[config.mk]
export PLATFORM = sky130hd
export DESIGN_NAME = prog_loader
export DESIGN_NICKNAME = d
export VERILOG_FILES = /design/src/rtl/prog_loader.sv
export SDC_FILE = /design/constraint.sdc
export NUM_CORES = 1
export LEC_CHECK = 0
export BUFFER_PORTS_ARGS = -buffer_cell sky130_fd_sc_hd__buf_2
export CAP_MARGIN = 0
export CORE_AREA = 5 5 74 76
export DETAILED_ROUTE_END_ITERATION = 10
export DIE_AREA = 0 0 79 81
export PLACE_DENSITY = 0.85
export SLEW_MARGIN = 30
export SYNTH_ARGS = -nofsm -noshare
export SYNTH_HDL_FRONTEND = slang
export SYNTH_SLANG_ARGS = --single-unit
[constraint.sdc]
create_clock -name clk -period 2.4 [get_ports clk]
set_input_delay 0.24 -clock clk [delete_from_list [all_inputs] [get_ports clk]]
set_output_delay 0.24 -clock clk [all_outputs]
set_load 0.1 [all_outputs]
[src/rtl/prog_loader.sv]
// Byte-stream program loader: count header, 9-bit words, optional checksum.
// Define LOADER_CHECKSUM_EN to add the trailing checksum byte and load_err.
module prog_loader #(
  parameter int D = 10
) (
  input  logic         clk,
  input  logic         reset,
  input  logic         load_req,
  input  logic         in_valid,
  input  logic [7:0]   in_data,
  output logic         in_ready,
  output logic         mem_we,
  output logic [D-1:0] mem_addr,
  output logic [8:0]   mem_wdata,
  output logic         cpu_hold,
  output logic         load_done,
  output logic         load_err,
  output logic [D-1:0] words_loaded
);

`ifdef LOADER_CHECKSUM_EN
  typedef enum logic [2:0] {
    IDLE, CNT_LO, CNT_HI, W_LO, W_HI, CHK, DONE
  } state_t;
`else
  typedef enum logic [2:0] {
    IDLE, CNT_LO, CNT_HI, W_LO, W_HI, DONE
  } state_t;
`endif

  state_t       state_q, state_d;
  logic         in_ready_q, in_ready_d;
  logic         mem_we_q, mem_we_d;
  logic [D-1:0] mem_addr_q, mem_addr_d;
  logic [8:0]   mem_wdata_q, mem_wdata_d;
  logic         cpu_hold_q, cpu_hold_d;
  logic         load_done_q, load_done_d;
  logic [D-1:0] words_q, words_d;
  logic [9:0]   cnt_q, cnt_d;
  logic [7:0]   lo_q, lo_d;
  logic         accept;
  logic         fin;
  logic         add_sum;
`ifdef LOADER_CHECKSUM_EN
  logic [7:0]   sum_q, sum_d;
  logic         err_q, err_d;
  logic         clr_sum;
`endif

  assign accept = in_valid && in_ready_q;

  always_comb begin
    state_d     = state_q;
    mem_we_d    = 1'b0;
    mem_addr_d  = mem_addr_q;
    mem_wdata_d = mem_wdata_q;
    cpu_hold_d  = cpu_hold_q;
    load_done_d = load_done_q;
    words_d     = words_q;
    cnt_d       = cnt_q;
    lo_d        = lo_q;
    fin         = 1'b0;
    add_sum     = 1'b0;
`ifdef LOADER_CHECKSUM_EN
    err_d       = err_q;
    clr_sum     = 1'b0;
`endif
    case (state_q)
      IDLE, DONE: begin
        if (load_req) begin
          state_d     = CNT_LO;
          words_d     = '0;
          load_done_d = 1'b0;
          cpu_hold_d  = 1'b1;
`ifdef LOADER_CHECKSUM_EN
          err_d       = 1'b0;
          clr_sum     = 1'b1;
`endif
        end
      end
      CNT_LO: begin
        if (accept) begin
          cnt_d[7:0] = in_data;
          add_sum    = 1'b1;
          state_d    = CNT_HI;
        end
      end
      CNT_HI: begin
        if (accept) begin
          cnt_d[9:8] = in_data[1:0];
          add_sum    = 1'b1;
          if ({in_data[1:0], cnt_q[7:0]} == 10'd0)
            fin = 1'b1;
          else
            state_d = W_LO;
        end
      end
      W_LO: begin
        if (accept) begin
          lo_d    = in_data;
          add_sum = 1'b1;
          state_d = W_HI;
        end
      end
      W_HI: begin
        if (accept) begin
          mem_we_d    = 1'b1;
          mem_wdata_d = {in_data[0], lo_q};
          mem_addr_d  = words_q;
          words_d     = words_q + D'(1);
          add_sum     = 1'b1;
          if (words_q + D'(1) == D'(cnt_q))
            fin = 1'b1;
          else
            state_d = W_LO;
        end
      end
`ifdef LOADER_CHECKSUM_EN
      CHK: begin
        if (accept) begin
          err_d       = (in_data != sum_q);
          load_done_d = 1'b1;
          cpu_hold_d  = 1'b0;
          state_d     = DONE;
        end
      end
`endif
      default: state_d = IDLE;
    endcase

    // Header/body complete: release the CPU unless a checksum follows
    if (fin) begin
`ifdef LOADER_CHECKSUM_EN
      state_d     = CHK;
`else
      state_d     = DONE;
      load_done_d = 1'b1;
      cpu_hold_d  = 1'b0;
`endif
    end

`ifdef LOADER_CHECKSUM_EN
    sum_d = sum_q;
    if (clr_sum)
      sum_d = 8'd0;
    else if (add_sum)
      sum_d = sum_q + in_data;
`endif

    in_ready_d = (state_d != IDLE) && (state_d != DONE);
  end

  always_ff @(posedge clk) begin
    if (reset) begin
      state_q     <= IDLE;
      in_ready_q  <= 1'b0;
      mem_we_q    <= 1'b0;
      mem_addr_q  <= '0;
      mem_wdata_q <= '0;
      cpu_hold_q  <= 1'b0;
      load_done_q <= 1'b0;
      words_q     <= '0;
      cnt_q       <= '0;
      lo_q        <= '0;
`ifdef LOADER_CHECKSUM_EN
      sum_q       <= '0;
      err_q       <= 1'b0;
`endif
    end else begin
      state_q     <= state_d;
      in_ready_q  <= in_ready_d;
      mem_we_q    <= mem_we_d;
      mem_addr_q  <= mem_addr_d;
      mem_wdata_q <= mem_wdata_d;
      cpu_hold_q  <= cpu_hold_d;
      load_done_q <= load_done_d;
      words_q     <= words_d;
      cnt_q       <= cnt_d;
      lo_q        <= lo_d;
`ifdef LOADER_CHECKSUM_EN
      sum_q       <= sum_d;
      err_q       <= err_d;
`endif
    end
  end

  assign in_ready     = in_ready_q;
  assign mem_we       = mem_we_q;
  assign mem_addr     = mem_addr_q;
  assign mem_wdata    = mem_wdata_q;
  assign cpu_hold     = cpu_hold_q;
  assign load_done    = load_done_q;
  assign words_loaded = words_q;
`ifdef LOADER_CHECKSUM_EN
  assign load_err     = err_q;
`else
  assign load_err     = 1'b0;
`endif

endmodule

==> metrics.log, run 1 <==
INFO  metric status = complete, no violations
INFO  metric number_of_failing_hold_endpoints_at_the_final_stage = 0
INFO  metric die-width = 79 um
INFO  metric timing.critical_path.from = words_loaded[4]
INFO  metric grt_setup_unrepaired = no
INFO  metric maxCapViolations = 0
INFO  metric ff_latch_area = 1090 um^2
INFO  metric die_h = approximately 80 um
INFO  metric worstSetupStartpointType = flip-flop
INFO  metric tritoncts_num_sinks = 54
INFO  metric hp-class = input pin to flip-flop
INFO  metric pre_cts_ws = 389 ps
INFO  metric tritoncts = yes
INFO  metric ios = 46
INFO  metric initial_core_util = 53.8%
INFO  metric tightestPinTransition = 640 ps
INFO  metric critical_path_required = 2600 ps
INFO  metric fmaxAchievable = 495 MHz
INFO  metric areaGrowthSynthToFinish = 14.6%
INFO  metric cts_buffers = 5
INFO  metric cts-root-buf = sky130_fd_sc_hd__clkbuf_8
INFO  metric worstSetupEndpointType = flip-flop
INFO  metric clockBufferDepth = 2
INFO  metric syn_area = 2510 um^2
INFO  metric switchingPower = roughly 0.00045 W
INFO  metric grt_max_degree = 33
INFO  metric drc_errors = 0
INFO  metric gpl.final_weighted_congestion = about 0.86
INFO  metric dp_hpwl = about 4.1 mm
INFO  metric total_negative_setup_slacks = 0 ps
INFO  metric rr_startpoint = words_loaded[4]
INFO  metric cts.repair.resized = 0
INFO  metric multiInputGateArea = roughly 1300 um^2
INFO  metric timing.critical_path.slowest_cell_delay = 550 ps
INFO  metric via_count = 2172
INFO  metric grt_first_pass_wirelength = 9.40 mm
INFO  metric global_route.usage.total = 18.2%
INFO  metric cts_htree_levels = 2
INFO  metric diodes = 0
INFO  metric power_frac_seq = 56.8%
INFO  metric dominantRegCellSynth = sky130_fd_sc_hd__dfxtp_1
INFO  metric critical_path.top_delay_family = simple AND/OR/NAND/NOR gates
INFO  metric timing.critical_path.fanout_max = 11
INFO  metric ys.warnings.count = 0
INFO  metric nFillCells = 415
INFO  metric fp.dieArea = 6400 um^2
INFO  metric p_leak = 1.19 nW
INFO  metric ratio_of_final_minimum_period_to_clock_period = roughly 84%
INFO  metric pre_antenna_drt_iters = 4
INFO  metric post-route-min-period = 2020 ps
INFO  metric syn_nets = 310
INFO  metric post_dp_cell_area = 2780 um^2
INFO  metric synth-edff-count = 0
INFO  metric net_switching_share_of_the_total_power = 27.6%
INFO  metric final_core_util = 61.6%
INFO  metric vdd.ir_drop.worst = 0.318 mV
INFO  metric synth_seq_cells = 54
INFO  metric internal_power = approximately 0.0012 W
INFO  metric skew_pair_late_insertion_delay = 320 ps
INFO  metric synth.yosys.seq_area_share = 43.1%
INFO  metric worst_setup_skew_after_layout = 8.51 ps
INFO  metric core = 4660 um^2
INFO  metric avgViaCountPerCell = roughly 5.6
INFO  metric gr-total-overflow = 0
INFO  metric timing.critical_path.arrival = roughly 2200 ps
INFO  metric std_cell_rows = 25
INFO  metric postRouteWirelength = approximately 5.5 mm
INFO  metric detailedRoute.firstIterationViolations = 104
INFO  metric power_frac_clock = 33.3%
INFO  metric count_of_cell_types_in_the_netlist = 50
INFO  metric timing.slew.headroom = 57.0%
INFO  metric final_stage_net_count = 349
INFO  metric avgRoutedWirePerCell = 14.2 um
INFO  metric worst-path-stages = 5
INFO  metric timing.rr.end = in_ready
INFO  metric grt_antenna_before_repair = 0
INFO  metric criticalPathCategory = flip-flop to flip-flop
INFO  metric clkSlewWorstSetupHoldPaths = 110 ps
INFO  metric timing_max_transition_violations_final = 0
INFO  metric buffer_ports.inserted = 44
INFO  metric cts.hold.buffers_added = 0
INFO  metric cp_slowest_cell = sky130_fd_sc_hd__or4_4
INFO  metric rrSetupSlack = 380 ps
INFO  metric drtAntennaViolNets = 0
INFO  metric r2r_cells = 5
INFO  metric timing.hold.ws = 177 ps
INFO  metric critical_path_buffer_and_inverter_count = 0
INFO  metric setup_slack = 379 ps
INFO  metric grt_pass1_vias = 2075
INFO  metric proportion_of_register_bits_with_asynchronous_set_or_reset_after_synthesis = 0%
INFO  metric worst_setup_path_endpoint = in_ready
INFO  metric layout-drive-gt1-share = approximately 23%
INFO  metric report.final.setup_viol = 0
INFO  metric power.share.combinational = 9.9%
INFO  metric final_area = approximately 2900 um^2
INFO  metric crit_chain = nand4_4 -> or4_4 -> a221oi_2 -> and4_1 -> o21ai_1
INFO  metric power_density = 565 nW/um^2
INFO  metric postSynthCellCount = 297
INFO  metric post_cts_buffers = 0
INFO  metric syn_area_per_cell = 8.44 um^2
## how the worst min path moves through the flow
stage	start	to	slack, ps	cells past startpoint
6_report	in_data[2]	cnt_q[2]	180	3
5_1_grt	in_data[0]	mem_wdata[8]	180	3
4_1_cts	in_data[6]	lo_q[6]	170	3
3_5_place_dp	lo_q[1]	mem_wdata[1]	440	2
3_3_place_gp	mem_addr[2]	mem_addr[2]	440	2
2_1_floorplan	in_data[0]	mem_wdata[8]	380	2
## logic make-up (layout without fill, tap and decap cells)
| logic type | Yosys count | in the layout | share of synthesized area [%] |
|---|---|---|---|
| flip-flops | 54 | 54 | 43.1 |
| adder cells (fa/ha/maj) | 1 | 1 | 0.499 |
| buffers and inverters | 22 | 62 | 3.94 |
| multiplexers | 18 | 18 | 7.19 |
| AO/OA/AOI/OAI | 69 | 69 | 16.3 |
| AND/OR/NAND/NOR | 119 | 119 | 23.8 |
| other | 1 | 1 | 0.150 |
| XOR/XNOR | 13 | 13 | 5.09 |
## cell usage after synthesis, types with 3 or more instances
| master | instances | share of area [%] |
|---|---|---|
| sky130_fd_sc_hd__dfxtp_1 | 54 | 43 |
| sky130_fd_sc_hd__nand2_1 | 47 | 7.0 |
| sky130_fd_sc_hd__a21oi_1 | 37 | 7.4 |
| sky130_fd_sc_hd__nor2_1 | 34 | 5.1 |
| sky130_fd_sc_hd__mux2i_1 | 18 | 7.2 |
| sky130_fd_sc_hd__clkbuf_1 | 11 | 1.6 |
| sky130_fd_sc_hd__o21ai_1 | 7 | 1.4 |
| sky130_fd_sc_hd__xnor2_1 | 7 | 2.4 |
| sky130_fd_sc_hd__xor2_1 | 5 | 1.7 |
| sky130_fd_sc_hd__buf_2 | 4 | 0.80 |
| sky130_fd_sc_hd__nand3_1 | 4 | 0.80 |
| sky130_fd_sc_hd__o21ai_0 | 4 | 0.80 |
| sky130_fd_sc_hd__a211oi_1 | 3 | 0.90 |
| sky130_fd_sc_hd__a31oi_1 | 3 | 0.75 |
| sky130_fd_sc_hd__buf_4 | 3 | 0.90 |
| sky130_fd_sc_hd__nand3b_1 | 3 | 0.90 |
| sky130_fd_sc_hd__nand4_1 | 3 | 0.75 |
| sky130_fd_sc_hd__nor3_1 | 3 | 0.60 |
| sky130_fd_sc_hd__nor4_1 | 3 | 0.75 |
| sky130_fd_sc_hd__o21bai_1 | 3 | 0.90 |
| sky130_fd_sc_hd__o31ai_1 | 3 | 0.90 |
| sky130_fd_sc_hd__or3_1 | 3 | 0.75 |
## cells in the final DEF (no fill, tap or decap), types with 2 or more instances in the layout
cell / count
sky130_fd_sc_hd__nor2b_1: 2
sky130_fd_sc_hd__nor3_1: 3
sky130_fd_sc_hd__clkbuf_8: 5
sky130_fd_sc_hd__nor2_1: 34
sky130_fd_sc_hd__xnor2_1: 7
sky130_fd_sc_hd__nand2_1: 47
sky130_fd_sc_hd__o21ai_0: 4
sky130_fd_sc_hd__o31ai_1: 3
sky130_fd_sc_hd__mux2i_1: 18
sky130_fd_sc_hd__dfxtp_1: 45
sky130_fd_sc_hd__o21bai_1: 3
sky130_fd_sc_hd__dfxtp_2: 9
sky130_fd_sc_hd__a22oi_1: 2
sky130_fd_sc_hd__a31oi_1: 3
sky130_fd_sc_hd__a221oi_2: 2
sky130_fd_sc_hd__o21ai_1: 7
sky130_fd_sc_hd__or3_1: 3
sky130_fd_sc_hd__o22ai_1: 2
sky130_fd_sc_hd__buf_2: 44
sky130_fd_sc_hd__or4_1: 2
sky130_fd_sc_hd__xor2_1: 5
sky130_fd_sc_hd__nand3_1: 4
sky130_fd_sc_hd__a21oi_1: 37
sky130_fd_sc_hd__nor4_1: 3
sky130_fd_sc_hd__buf_4: 8
sky130_fd_sc_hd__nand4_1: 3
sky130_fd_sc_hd__and3_1: 2
sky130_fd_sc_hd__nand3b_1: 3
sky130_fd_sc_hd__a211oi_1: 3
## cell type report
cell class / count / area share, %
Tap cell: 54 / 2.35
Sequential cell: 54 / 38.0
Clock buffer: 5 / 2.40
Multi-Input combinational cell: 221 / 46.2
Clock inverter: 3 / 1.00
Timing Repair Buffer: 52 / 9.76
Inverter: 2 / 0.261
## state kept, by name (all words and copies together) (netlist names)
signal and count:
state_q 3, lo_q 8, load_done 1, cpu_hold 1
in_ready 1, mem_we 1, mem_wdata 9, words_loaded 10
mem_addr 10, cnt_q 10
## layer usage
layer | routed length [um] | track usage (%)
met1 | 2570 | 22.9
met3 | 286 | 4.77
met2 | 2610 | 30.6
met5 | 0 | 0
met4 | 63 | 5.67
## worst register-to-register path, stage by stage, from the launching register on
cell and delay, ps:
sky130_fd_sc_hd__dfxtp_2 470, sky130_fd_sc_hd__nand4_4 190, sky130_fd_sc_hd__or4_4 550, sky130_fd_sc_hd__a221oi_2 360
sky130_fd_sc_hd__and4_1 270, sky130_fd_sc_hd__o21ai_1 80
## per-stage QoR
| step | instances | total power, W |
|---|---|---|
| 3_3_place_gp | 383 | 0.00110 |
| 3_5_place_dp | 383 | 0.00110 |
| 2_1_floorplan | 297 | 0.00106 |
| 6_report | 391 | 0.00162 |
| 5_1_grt | 391 | 0.00169 |
| 4_1_cts | 391 | 0.00164 |
## power by group through the flow
stage,Clock [W],Combinational (W),Sequential [W]
after floorplan,0,0.0000927,0.000968
after global placement,0,0.000158,0.000942
after detailed placement,0,0.000161,0.000942
after CTS,0.000553,0.000161,0.000922
after global routing,0.000596,0.000173,0.000924
final,0.000541,0.000161,0.000922
Power figures use the tool's default switching activity.
==> run 2, diff against run 1 <==
Settings changed: CORE_AREA 5 5 74 76 to 5 5 77 79, DIE_AREA 0 0 79 81 to 0 0 82 84, PLACE_DENSITY 0.85 to 0.82.
Clock period 2.4 ns to 1.8 ns, I/O delays scaled along.
==> run 2 against run 1 <==
The flow now finishes with violations (setup timing). Routed wire length up 10%. Critical path depth unchanged. Clock power up 37%. Utilization down 1.5 points. Setup slack worse by 410 ps. Combinational power up 40%. Via count up 8.3%. Global-route usage up 0.91 points. Clock skew up 3.9 ps. Clock-buffer cell count unchanged. Largest power group unchanged. Highest routed layer unchanged.
==> metrics.log, run 2 (synthesis gave the netlist of run 1 again) <==
INFO  metric status = finished, violations left
INFO  metric failed_checks = setup timing
INFO  metric avgRoutedWirePerCell = between 10 and 15 um
INFO  metric worst_setup_skew_after_layout = 12.4 ps
INFO  metric p_leak = 1.33 nW
INFO  metric die-width = just over 80 um
INFO  metric drtAntennaViolNets = 0
INFO  metric layout_commonest_cell = sky130_fd_sc_hd__nand2_1
INFO  metric grt_pass1_vias = 2261
INFO  metric holdPathStages = 3
INFO  metric pre_cts_ws = -46.1 ps
INFO  metric report.final.setup_viol = 2
INFO  metric holdCritStartpoint = in_data[7]
INFO  metric placed_cells_incl_taps = 421
INFO  metric stdcell_count = 434
INFO  metric cts.hold.buffers_added = 0
INFO  metric die_h = 84 um
INFO  metric rrSetupSlack = -30 ps
INFO  metric buffer_ports.inserted = 44
INFO  metric timing.critical_path.from = words_loaded[4]
INFO  metric ff_latch_area = 1110 um^2
INFO  metric grt_first_pass_wirelength = 10.5 mm
INFO  metric power_density = 690 nW/um^2
INFO  metric nFillCells = 487
INFO  metric hp-class = input pin to flip-flop
INFO  metric cts-root-buf = sky130_fd_sc_hd__clkbuf_8
INFO  metric maxCapViolations = 0
INFO  metric tritoncts_num_sinks = 54
INFO  metric most-common-layout-cells = sky130_fd_sc_hd__nand2_1, sky130_fd_sc_hd__buf_2, sky130_fd_sc_hd__dfxtp_1
INFO  metric multiInputGateArea = 1370 um^2
INFO  metric ios = 46
INFO  metric core = around 5300 um^2
INFO  metric worstSetupStartpointType = flip-flop
INFO  metric cts_buffers = 5
INFO  metric critical_path_required = 2020 ps
INFO  metric dp_hpwl = 4.41 mm
INFO  metric vdd.ir_drop.worst = 0.619 mV
INFO  metric gr-total-overflow = 0
INFO  metric tightestPinTransition = 500 ps
INFO  metric cts_htree_levels = 2
INFO  metric worstSetupEndpointType = flip-flop
INFO  metric criticalPathCategory = flip-flop to flip-flop
INFO  metric global_route.usage.total = about a fifth
INFO  metric timing.critical_path.slowest_cell_delay = 560 ps
INFO  metric rr_startpoint = words_loaded[4]
INFO  metric grt_antenna_before_repair = 0
INFO  metric skew_pair_late_insertion_delay = 330 ps
INFO  metric detailedRoute.firstIterationViolations = between 100 and 150
INFO  metric clkSlewWorstSetupHoldPaths = 110 ps
INFO  metric timing.slew.headroom = 66.6%
INFO  metric final_stage_net_count = 374
INFO  metric via_count = 2353
INFO  metric cp_slowest_cell = sky130_fd_sc_hd__or4_4
INFO  metric post-route-min-period = 1830 ps
INFO  metric number_of_failing_hold_endpoints_at_the_final_stage = 0
INFO  metric initial_core_util = 47.6%
INFO  metric fp.dieArea = 6890 um^2
INFO  metric worst-path-stages = 5
INFO  metric pre_antenna_drt_iters = 4
INFO  metric grt_setup_unrepaired = yes
INFO  metric clockBufferDepth = 2
INFO  metric gpl.final_weighted_congestion = 0.827
INFO  metric timing.critical_path.arrival = about 2000 ps
INFO  metric ratio_of_final_minimum_period_to_clock_period = 101%
INFO  metric grt_max_degree = 47
INFO  metric drc_errors = 0
INFO  metric layout-drive-gt1-share = 30.1%
INFO  metric avgViaCountPerCell = 5.42
INFO  metric fmaxAchievable = roughly 550 MHz
INFO  metric timing_max_transition_violations_final = 0
INFO  metric critical_path_buffer_and_inverter_count = 0
INFO  metric tritoncts = yes
INFO  metric critical_path.top_delay_family = simple AND/OR/NAND/NOR gates
INFO  metric postRouteWirelength = 6.10 mm
INFO  metric timing.rr.end = cpu_hold
INFO  metric r2r_cells = 5
INFO  metric worstHoldEndpoint = cnt_q[7]
INFO  metric diodes = 0
INFO  metric crit_chain = nand4_4 -> or4_4 -> a221oi_4 -> nand4_1 -> nor4b_4
INFO  metric setup_slack = -26.8 ps
INFO  metric timing.critical_path.fanout_max = 3
INFO  metric areaGrowthSynthToFinish = 26.3%
INFO  metric std_cell_rows = 27
-- run 2: changes by cell type in the layout (fill, tap and decap cells not counted), sizes merged --
cell  previous run  this run
buf             52        77
-- run 2: tightest hold or removal path, cell delays in order --
cell	delay [ps]
sky130_fd_sc_hd__buf_2	90
sky130_fd_sc_hd__mux2i_1	60
sky130_fd_sc_hd__nor2_1	80
-- run 2: how the worst max path moves through the flow --
stage               endpoint
floorplan           cpu_hold
global placement    cpu_hold
detailed placement  cpu_hold
CTS                 cpu_hold
global route        cpu_hold
finish              cpu_hold
-- run 2: routing by layer --
metal	part of all wire (%)	up-vias	track usage [%]	routed length, um
met3	5.7	9	3.89	345
met2	49	71	31.2	3000
met4	1.5	0	6.34	93
met1	44	1103	24.7	2660
met5	0	-	0	0
li1	-	1170	-	-
-- run 2: power by group --
part | total [W] | leakage (nW) | switching, W | internal, W
clock | 0.000739 | 0.0506 | 0.000447 | 0.000292
sequential | 0.00122 | 0.444 | 0.0000210 | 0.00120
combinational | 0.000225 | 0.833 | 0.000151 | 0.0000737
total | 0.00218 | 1.33 | 0.000619 | 0.00157
-- run 2: repair_timing --
| action | CTS | global route |
|---|---|---|
| pin swaps | 6 | 8 |
| gates resized for setup | 6 | 1 |
| buffers inserted | 5 | 0 |
| setup endpoints to repair | 3 | 5 |
-- run 2: final cells by class --
class | count | area share, %
Clock inverter | 3 | 0.908
Timing Repair Buffer | 77 | 15.3
Sequential cell | 54 | 35.2
Tap cell | 72 | 2.84
Clock buffer | 5 | 2.17
Multi-Input combinational cell | 221 | 43.4
Inverter | 2 | 0.237
-- run 2: stage by stage --
stage / utilization [%] / hold slack, ps / cell area [um^2] / power (W) / setup TNS [ps]
finish: 60.1 / 112 / 3170 / 0.00218 / -39.1
global route: 60.1 / 112 / 3170 / 0.00227 / -298
CTS: 59.9 / 103 / 3160 / 0.00219 / -21.7
detailed placement: 56.6 / 438 / 2990 / 0.00146 / -67.1
global placement: 56.6 / 432 / 2990 / 0.00146 / 0
floorplan: - / 316 / 2560 / 0.00141 / -1110
==> run 3, diff against run 2 <==
Clock period 1.8 ns to 1.49 ns, I/O delays scaled along.
==> run 3 against run 2 <==
The run still ends with setup timing left. Fmax grew 2.9%. Final cell count grew 4.1%. Utilization grew 4.1 points. Via count grew 3.5%. Die area is the same. Clock skew shrank 3.1 ps. Clock power grew 10%. Worst hold slack lost 21 ps. Sequential power grew 21%. Combinational power grew 39%. Total power grew 19%.
==> metrics.log, run 3 (synthesis gave the netlist of run 1 again) <==
INFO  metric drtAntennaViolNets = 0
INFO  metric global_route.usage.total = 19.5%
INFO  metric buffer_ports.inserted = 44
INFO  metric postRouteWirelength = 6.67 mm
INFO  metric drc_errors = 0
INFO  metric cts.hold.buffers_added = 0
INFO  metric setup_slack = -285 ps
INFO  metric grt_pass1_vias = 2302
INFO  metric critical_path_buffer_and_inverter_count = 0
INFO  metric grt_antenna_before_repair = 0
INFO  metric status = finished, violations left
INFO  metric switchingPower = 0.000709 W
INFO  metric diodes = 0
INFO  metric critical_path.top_delay_family = simple AND/OR/NAND/NOR gates
INFO  metric layout-drive-gt1-share = 36.8%
INFO  metric timing_max_transition_violations_final = 0
INFO  metric power.share.combinational = 12.0%
INFO  metric cts_htree_levels = 2
INFO  metric worstSetupStartpointType = flip-flop
INFO  metric cp_slowest_cell = sky130_fd_sc_hd__or4_4
INFO  metric r2r_cells = 5
INFO  metric tritoncts = yes
INFO  metric std_cell_rows = 27
INFO  metric skew_pair_late_insertion_delay = 310 ps
INFO  metric criticalPathCategory = flip-flop to flip-flop
INFO  metric via_count = 2435
INFO  metric ratio_of_final_minimum_period_to_clock_period = 119%
INFO  metric clockBufferDepth = 2
INFO  metric worst_setup_skew_after_layout = between 9 and 10 ps
INFO  metric final_core_util = between 60 and 70%
INFO  metric worst-path-stages = 5
INFO  metric worstSetupEndpointType = flip-flop
INFO  metric core = approximately 5300 um^2
INFO  metric holdCritStartpoint = in_data[7]
INFO  metric finalPower = ~0.0026 W
INFO  metric avgRoutedWirePerCell = roughly 15 um
INFO  metric gr-total-overflow = 0
INFO  metric holdPathStages = 3
INFO  metric clkSlewWorstSetupHoldPaths = 90 ps
INFO  metric vdd.ir_drop.worst = 0.579 mV
INFO  metric die-width = 82 um
INFO  metric power_density = 769 nW/um^2
INFO  metric layout_commonest_cell = sky130_fd_sc_hd__buf_4
INFO  metric internal_power = 0.00189 W
INFO  metric dp_hpwl = 4.84 mm
INFO  metric die_h = roughly 84 um
INFO  metric timing.critical_path.from = words_loaded[1]
INFO  metric post-route-min-period = 1780 ps
INFO  metric cts-root-buf = sky130_fd_sc_hd__clkbuf_8
INFO  metric failed_checks = setup timing
INFO  metric crit_chain = nand3_4 -> or4_4 -> a221oi_4 -> nand4_1 -> nor4b_1
INFO  metric rr_startpoint = words_loaded[1]
INFO  metric avgViaCountPerCell = 5.39
INFO  metric report.final.setup_viol = 6
INFO  metric tightestPinTransition = 516 ps
INFO  metric fp.dieArea = 6890 um^2
INFO  metric critical_path_required = 1700 ps
INFO  metric grt_first_pass_wirelength = 10.6 mm
INFO  metric grt_setup_unrepaired = yes
INFO  metric net_switching_share_of_the_total_power = 27.2%
INFO  metric areaGrowthSynthToFinish = 34.9%
INFO  metric timing.hold.ws = 91.0 ps
INFO  metric power_frac_clock = 31.3%
INFO  metric timing.critical_path.arrival = 1980 ps
INFO  metric power_frac_seq = approximately 57%
INFO  metric number_of_failing_hold_endpoints_at_the_final_stage = 0
INFO  metric detailedRoute.firstIterationViolations = between 150 and 200
INFO  metric p_leak = between 1 and 1.5 nW
INFO  metric gpl.final_weighted_congestion = 0.950
INFO  metric timing.slew.headroom = 65.3%
INFO  metric fmaxAchievable = 563 MHz
INFO  metric pre_antenna_drt_iters = 4
INFO  metric initial_core_util = 47.6%
INFO  metric tritoncts_num_sinks = 54
INFO  metric most-common-layout-cells = sky130_fd_sc_hd__buf_4, sky130_fd_sc_hd__nand2_1, sky130_fd_sc_hd__buf_2
INFO  metric timing.critical_path.slowest_cell_delay = 560 ps
INFO  metric cts_buffers = 5
INFO  metric ios = 46
INFO  metric grt_max_degree = 33
INFO  metric maxCapViolations = 0
INFO  metric final_stage_net_count = 392
INFO  metric timing.critical_path.fanout_max = 4
INFO  metric hp-class = input pin to flip-flop
## run 3: changes by cell type in the layout (fill, tap and decap cells not counted), sizes merged
cell	before	now
clkbuf	5	6
clkinv	1	0
buf	77	95
## run 3: area by class of cell
type	count	area (um^2)
multi-input combinational	221	1440
tap	72	90.1
timing repair buffer	95	637
fill	431	1890
clock buffer	6	72.6
clock inverter	2	12.5
inverter	2	7.51
sequential	54	1120
## run 3: timing repair
| item | in CTS | in global routing |
|---|---|---|
| pin swaps | 10 | 3 |
| gates resized for setup | 11 | 12 |
| setup endpoints to repair | 11 | 46 |
| buffers inserted | 3 | 1 |
## run 3: layer usage
metal | share of wire [%] | GRT usage [%] | wire (um) | vias to the layer above
li1 | - | - | - | 1200
met1 | 43 | 24.7 | 2850 | 1147
met2 | 49 | 32.5 | 3280 | 75
met3 | 5.8 | 4.32 | 388 | 13
met4 | 2.4 | 6.04 | 158 | 0
met5 | 0 | 0 | 0 | -
## run 3: power groups by stage
stage | Clock (W) | Sequential [W] | Combinational (W)
detailed placement | 0 | 0.00151 | 0.000292
floorplan | 0 | 0.00155 | 0.000156
finish | 0.000814 | 0.00148 | 0.000312
CTS | 0.000850 | 0.00147 | 0.000298
global route | 0.000902 | 0.00148 | 0.000336
global placement | 0 | 0.00151 | 0.000286
## run 3: worst reg2reg max path, delay by kind of cell (launching register included)
kind | cells | cell delay (ps)
compound gates | 1 | 300
flops | 1 | 390
simple gates | 4 | 980
## run 3: worst paths after layout
kind,endpoint,slack [ps]
setup / recovery,cpu_hold,-290
hold / removal,lo_q[7],90
setup reg to reg,cpu_hold,-290
hold reg to reg,mem_wdata[0],460
## run 3: through the flow
stage	cells	worst slack, ps	TNS (ps)	instance area (um^2)
after floorplan	297	-581	-3730	2620
after global placement	440	-259	-1130	3160
after detailed placement	440	-287	-1300	3160
after CTS	451	-274	-1180	3320
after global routing	452	-356	-1760	3380
final	452	-285	-1190	3380
